<file path="src/rtl/mac_dot_seq.sv">
// Dot-product sequencer driving one 18x18 multiply-add/sub accumulator.
// Define MAC_SEQ_OVF_EN to add the res_ovf range check on the result.
module mac_dot_seq #(
  parameter int LEN_W = 8,
  parameter int OUT_W = 48
) (
  input  logic             clk,
  input  logic             rst_n,
  input  logic             cmd_valid,
  output logic             cmd_ready,
  input  logic [LEN_W-1:0] cmd_len,
  input  logic [53:0]      cmd_bias,
  input  logic             cmd_signed,
  input  logic             cmd_sub,
  input  logic             op_valid,
  output logic             op_ready,
  input  logic [17:0]      op_a,
  input  logic [17:0]      op_b,
  output logic             res_valid,
  input  logic             res_ready,
  output logic [53:0]      res_data,
  output logic             busy
`ifdef MAC_SEQ_OVF_EN
  ,
  output logic             res_ovf
`endif
);

  if (OUT_W < 2 || OUT_W > 53) begin : g_bad_outw
    $error("mac_dot_seq: OUT_W must be in 2..53");
  end

  typedef enum logic [1:0] {
    S_IDLE,
    S_BIAS,
    S_RUN,
    S_DONE
  } state_e;

  state_e state_q, state_d;
  logic [LEN_W-1:0] cnt_q, cnt_d;
  logic first_q, first_d;
  logic [53:0] bias_q, bias_d;
  logic sgn_q, sgn_d;
  logic sub_q, sub_d;
  logic [53:0] z_q, z_d;

  logic step, loadc;
  logic [17:0] mul_a, mul_b;
  logic cmd_rdy_c, op_rdy_c, res_vld_c;

  always_comb begin
    state_d   = state_q;
    cnt_d     = cnt_q;
    first_d   = first_q;
    bias_d    = bias_q;
    sgn_d     = sgn_q;
    sub_d     = sub_q;
    step      = 1'b0;
    loadc     = 1'b0;
    mul_a     = '0;
    mul_b     = '0;
    cmd_rdy_c = 1'b0;
    op_rdy_c  = 1'b0;
    res_vld_c = 1'b0;
    unique case (state_q)
      S_IDLE: begin
        cmd_rdy_c = 1'b1;
        if (cmd_valid) begin
          cnt_d   = cmd_len;
          first_d = 1'b1;
          bias_d  = cmd_bias;
          sgn_d   = cmd_signed;
          sub_d   = cmd_sub;
          state_d = (cmd_len == '0) ? S_BIAS : S_RUN;
        end
      end
      S_BIAS: begin
        step    = 1'b1;
        loadc   = 1'b1;
        state_d = S_DONE;
      end
      S_RUN: begin
        op_rdy_c = 1'b1;
        if (op_valid) begin
          step    = 1'b1;
          loadc   = first_q;
          mul_a   = op_a;
          mul_b   = op_b;
          first_d = 1'b0;
          cnt_d   = cnt_q - LEN_W'(1);
          if (cnt_q == LEN_W'(1)) state_d = S_DONE;
        end
      end
      S_DONE: begin
        res_vld_c = 1'b1;
        if (res_ready) state_d = S_IDLE;
      end
      default: state_d = S_IDLE;
    endcase
  end

  // Accumulator: Z <= (LOADC ? C : Z) +/- ext(A*B), wrapping at 54 bits
  logic signed [35:0] prod_s;
  logic [35:0] prod_u;
  logic [53:0] prod_x, acc_base;

  assign prod_s = $signed({{18{mul_a[17]}}, mul_a})
                * $signed({{18{mul_b[17]}}, mul_b});
  assign prod_u = {18'b0, mul_a} * {18'b0, mul_b};
  assign prod_x = sgn_q ? {{18{prod_s[35]}}, prod_s}
                        : {18'b0, prod_u};
  assign acc_base = loadc ? bias_q : z_q;

  always_comb begin
    z_d = z_q;
    if (step) z_d = sub_q ? acc_base - prod_x : acc_base + prod_x;
  end

  always_ff @(posedge clk) begin
    if (!rst_n) begin
      state_q <= S_IDLE;
      cnt_q   <= '0;
      first_q <= 1'b0;
      bias_q  <= '0;
      sgn_q   <= 1'b0;
      sub_q   <= 1'b0;
      z_q     <= '0;
    end else begin
      state_q <= state_d;
      cnt_q   <= cnt_d;
      first_q <= first_d;
      bias_q  <= bias_d;
      sgn_q   <= sgn_d;
      sub_q   <= sub_d;
      z_q     <= z_d;
    end
  end

  assign cmd_ready = rst_n & cmd_rdy_c;
  assign op_ready  = rst_n & op_rdy_c;
  assign res_valid = rst_n & res_vld_c;
  assign busy      = rst_n & (state_q != S_IDLE);
  assign res_data  = z_q;

`ifdef MAC_SEQ_OVF_EN
  // Upper bits must be pure sign extension (signed) or zero (unsigned)
  logic fits;
  always_comb begin
    if (sgn_q) fits = (&z_q[53:OUT_W-1]) | ~(|z_q[53:OUT_W-1]);
    else       fits = ~(|z_q[53:OUT_W]);
  end
  assign res_ovf = res_valid & ~fits;
`endif

endmodule

</file>
<file path="config.mk">
export PLATFORM = sky130hd
export DESIGN_NAME = mac_dot_seq
export DESIGN_NICKNAME = d
export VERILOG_FILES = /design/src/rtl/mac_dot_seq.sv
export SDC_FILE = /design/constraint.sdc
export NUM_CORES = 2
export LEC_CHECK = 0
export CORE_UTILIZATION = 57
export CTS_CLUSTER_DIAMETER = 80
export DETAILED_ROUTE_END_ITERATION = 6
export GPL_TIMING_DRIVEN = 0
export PLACE_DENSITY = 0.8
export SYNTH_ARGS = -nofsm -noshare
export SYNTH_HDL_FRONTEND = slang
export SYNTH_SLANG_ARGS = --single-unit
</file>
<file path="constraint.sdc">
create_clock -name clk -period 13.69 [get_ports clk]
set_clock_uncertainty 0.1 [all_clocks]
set_input_delay 4.107 -clock clk [delete_from_list [all_inputs] [get_ports clk]]
set_output_delay 4.107 -clock clk [all_outputs]
set_load 0.03 [all_outputs]
</file>
==> impl_metrics.toml <==
[power]
power_frac_clock_pct = 9.3
pwr-share-comb_pct = 81.8
sw_frac_of_total_pct = 53.6
seq_power_share_pct = 8.9
power_density_nw_per_um2 = 175
intPower_mw = 2.61
power.leakage_nw = 15.6
total_power_mw = 5.63
switchingPower_mw = 3.01
ir_drop_mv = 0.111

[route]
drt_iter0_markers = 2564
wire_per_inst_microns = 21.2
postRouteAntennaNets = 0
post-route-drc-count = 0
vias = 25000
drt-pass1-iter-count = 6
wl_mm = 88.1
viasPerCell = 6.02

[synthesis]
ys_seq_area_share_pct = 8.73
yosysTopAreaCell = "fa_1"
synthTopCellsByArea = "fa_1, ha_1, dfxtp_1, inv_1, nand2_1"
ys_warn_count = 0
synth-seq-cells = 121
synth_edf_count = 0
synth_fa_ha_area_share_pct = 42.8
synthArstFlopShare_pct = 0
ys.flop_type = "dfxtp_1"
synth.distinct_cells = 100
synth_top_family_by_area = "adder cells"
synth_mux_area_share_pct = 2.88
synth_cells = 3309
synth_nets = 4095
synth_xor_area_share_pct = 4.04
syn_area_per_cell_sq_um = 8.39
synth_area_sq_um = 27800
synth_top_area_share_pct = 32.4
synth_simple_gate_area_share_pct = 16.6
synth_compound_area_share_pct = 14.8

[cells_and_area]
final_cells = 4160
areaGrowthSynthToFinish_pct = 16.0
drive_above_1_share_pct = 11.4
final_cell_area_sq_um = 32200
final_nets = 4313

[sta]
final.min_clock_period_ps = 13810
fmax_ghz = 0.0724
slew_violations = 0
fin_hold_ws_ps = 353
rsz0062_at_grt = "yes"
tightest_slew_ps = 1240
setup_violations = 1
hold_violations = 0
setup_slack_ps = -124
finalCritPeriodShare_pct = 101
slew_headroom_pct = 17.0

[placement]
port_buffers = 151
place_area_sq_um = 30100
place_inst = 4075
gp_congestion = 1.01
dp_hpwl_mm = 72.3
pre_cts_ws_ps = -3080

[cts]
clk_latency_ps = 430
htree_num_levels = 4
cts_buffers = 17
cts.clk_slew.worst_paths_ps = 60
ctsLongestPathBuffers = 2
cts_hold_buf = 0
cts_num_sinks = 121
cts_tree = "built"
clockRootBuffer = "clkbuf_16"

[floorplan]
die_x_microns = 223
die_area_sq_um = 49600
dieHeight_microns = 223
start_util_pct = 58.0
rows = 80
ios = 163
coreArea_sq_um = 47800

[critical_path]
worst_path_most_repeated_cell = "fa_1"
critical_path.startpoint_type = "input port"
cpPeakStageDelay_ps = 550
required_ps = 13910
path_max_fanout = 7
crit_slowest_cell = "fa_1"
end_kind = "flop"
crit_type = "in -> reg"
cp.arrival_ps = 14030

[flow_run]
max_cap_viol_count = 0

[grt]
grt_use_total_pct = 35.4
grt_max_degree = 17
grt-ovfl-total = 0
grt_pass1_vias = 24500
antenna_found_initial = 6
grt_pass1_wl_mm = 135

[run_status]
status = "complete, but fails checks"
violations = "setup timing"

[hold_path]
hold_path_class = "reg -> reg"
-- worst paths after layout --
path	startpoint	cells after the start	end	slack, ps
setup / recovery	op_valid	41	res_data[53]	-120
hold / removal	bias_q[49]	2	bias_q[49]	350
setup reg to reg	state_q[0]	40	res_data[53]	1620
hold reg to reg	bias_q[49]	2	bias_q[49]	350
-- kinds of logic after synthesis --
| kind of cell | count (synthesis) |
|---|---|
| fa+ha+maj | 681 |
| buf+inv | 745 |
| mux | 73 |
| xor+xnor | 128 |
| simple gates | 940 |
| flops | 121 |
| compound gates | 621 |
-- per-stage QoR --
stage / setup TNS, ps / utilization (%)
2_1_floorplan: 0 / -
3_5_place_dp: -68590 / 62.9
4_1_cts: 0 / 66.3
6_report: -124 / 67.3
3_3_place_gp: -65380 / 62.9
5_1_grt: -1570 / 67.3
-- timing repair --
item / in CTS / in global routing
pin swaps: 39 / 57
gates resized for setup: 241 / 129
endpoints found under the setup margin: 36 / 18
cloned: 1 / 1
setup buffers: 31 / 33
-- layout by cell type (no fill, tap or decap), drive strengths merged, types with 8 or more instances in the layout --
cell / synthesis / layout
o21bai: 18 / 18
o21a: 24 / 24
xnor2: 90 / 90
dfxtp: 121 / 121
o41ai: 10 / 10
nor3: 29 / 29
o21ai: 73 / 73
a21oi: 242 / 242
nand3: 50 / 50
a31o: 8 / 8
fa: 449 / 449
or3: 10 / 10
buf: 31 / 100
nor2: 98 / 98
a211o: 10 / 10
a31oi: 15 / 15
nand4: 21 / 21
nand2b: 26 / 26
and2: 114 / 114
o31ai: 13 / 13
or2: 11 / 11
and3: 92 / 92
mux2: 54 / 54
ha: 232 / 232
inv: 595 / 595
a211oi: 38 / 38
mux2i: 19 / 19
xor2: 38 / 38
clkbuf: 118 / 129
clkdlybuf4s50: 0 / 125
nand2: 431 / 431
nor4: 12 / 12
o211ai: 24 / 24
nor2b: 13 / 13
a21o: 61 / 61
-- power by group through the flow --
stage               clock network, mW  logic (mW)  registers [mW]
floorplan                           0        3.06           0.552
global placement                    0        4.09           0.505
detailed placement                  0        4.15           0.506
CTS                             0.524        4.38           0.500
global route                    0.540        5.04           0.509
finish                          0.523        4.60           0.502
-- routing by layer --
layer / routed length, microns / track usage, % / vias to the layer above
met5: 63 / 0 / -
met4: 3730 / 13.7 / 8
met3: 8970 / 6.73 / 251
met2: 40600 / 55.8 / 1216
met1: 34700 / 48.2 / 12300
li1: - / - / 11200
-- state kept, by name, indices dropped and copies added, names as in the netlist --
name / flops
sub_q: 1
first_q: 1
res_data: 54
bias_q: 54
sgn_q: 1
cnt_q: 8
state_q: 2
-- critical path, delay by kind of cell --
| family | cells | cell delay, ps |
|---|---|---|
| fa+ha+maj | 8 | 3540 |
| compound gates | 15 | 2820 |
| mux | 1 | 50 |
| buf+inv | 9 | 900 |
| simple gates | 8 | 2550 |
-- cell usage after synthesis, types with 26 or more instances --
cell type and instances:
fa_1 449, nor3_1 28, a211oi_1 36, and3_1 92, a21o_1 61, nand3_1 49
xor2_1 38, mux2_2 54, ha_1 232, clkbuf_1 117, xnor2_1 90, dfxtp_1 121
and2_1 112, inv_1 595, a21oi_1 239, o21ai_0 63, nand2b_1 26, nor2_1 98
nand2_1 431
-- final cells by class --
type,count,area [sq um]
clock inverters,12,219
multi-input cells,2443,23300
repair buffers,214,1980
flip-flops and latches,121,2420
diodes,5,12.5
inverters,596,2240
fillers,3942,15700
well taps,615,769
clock buffers,20,457
plain buffers,134,822
Power figures use the tool's default switching activity.
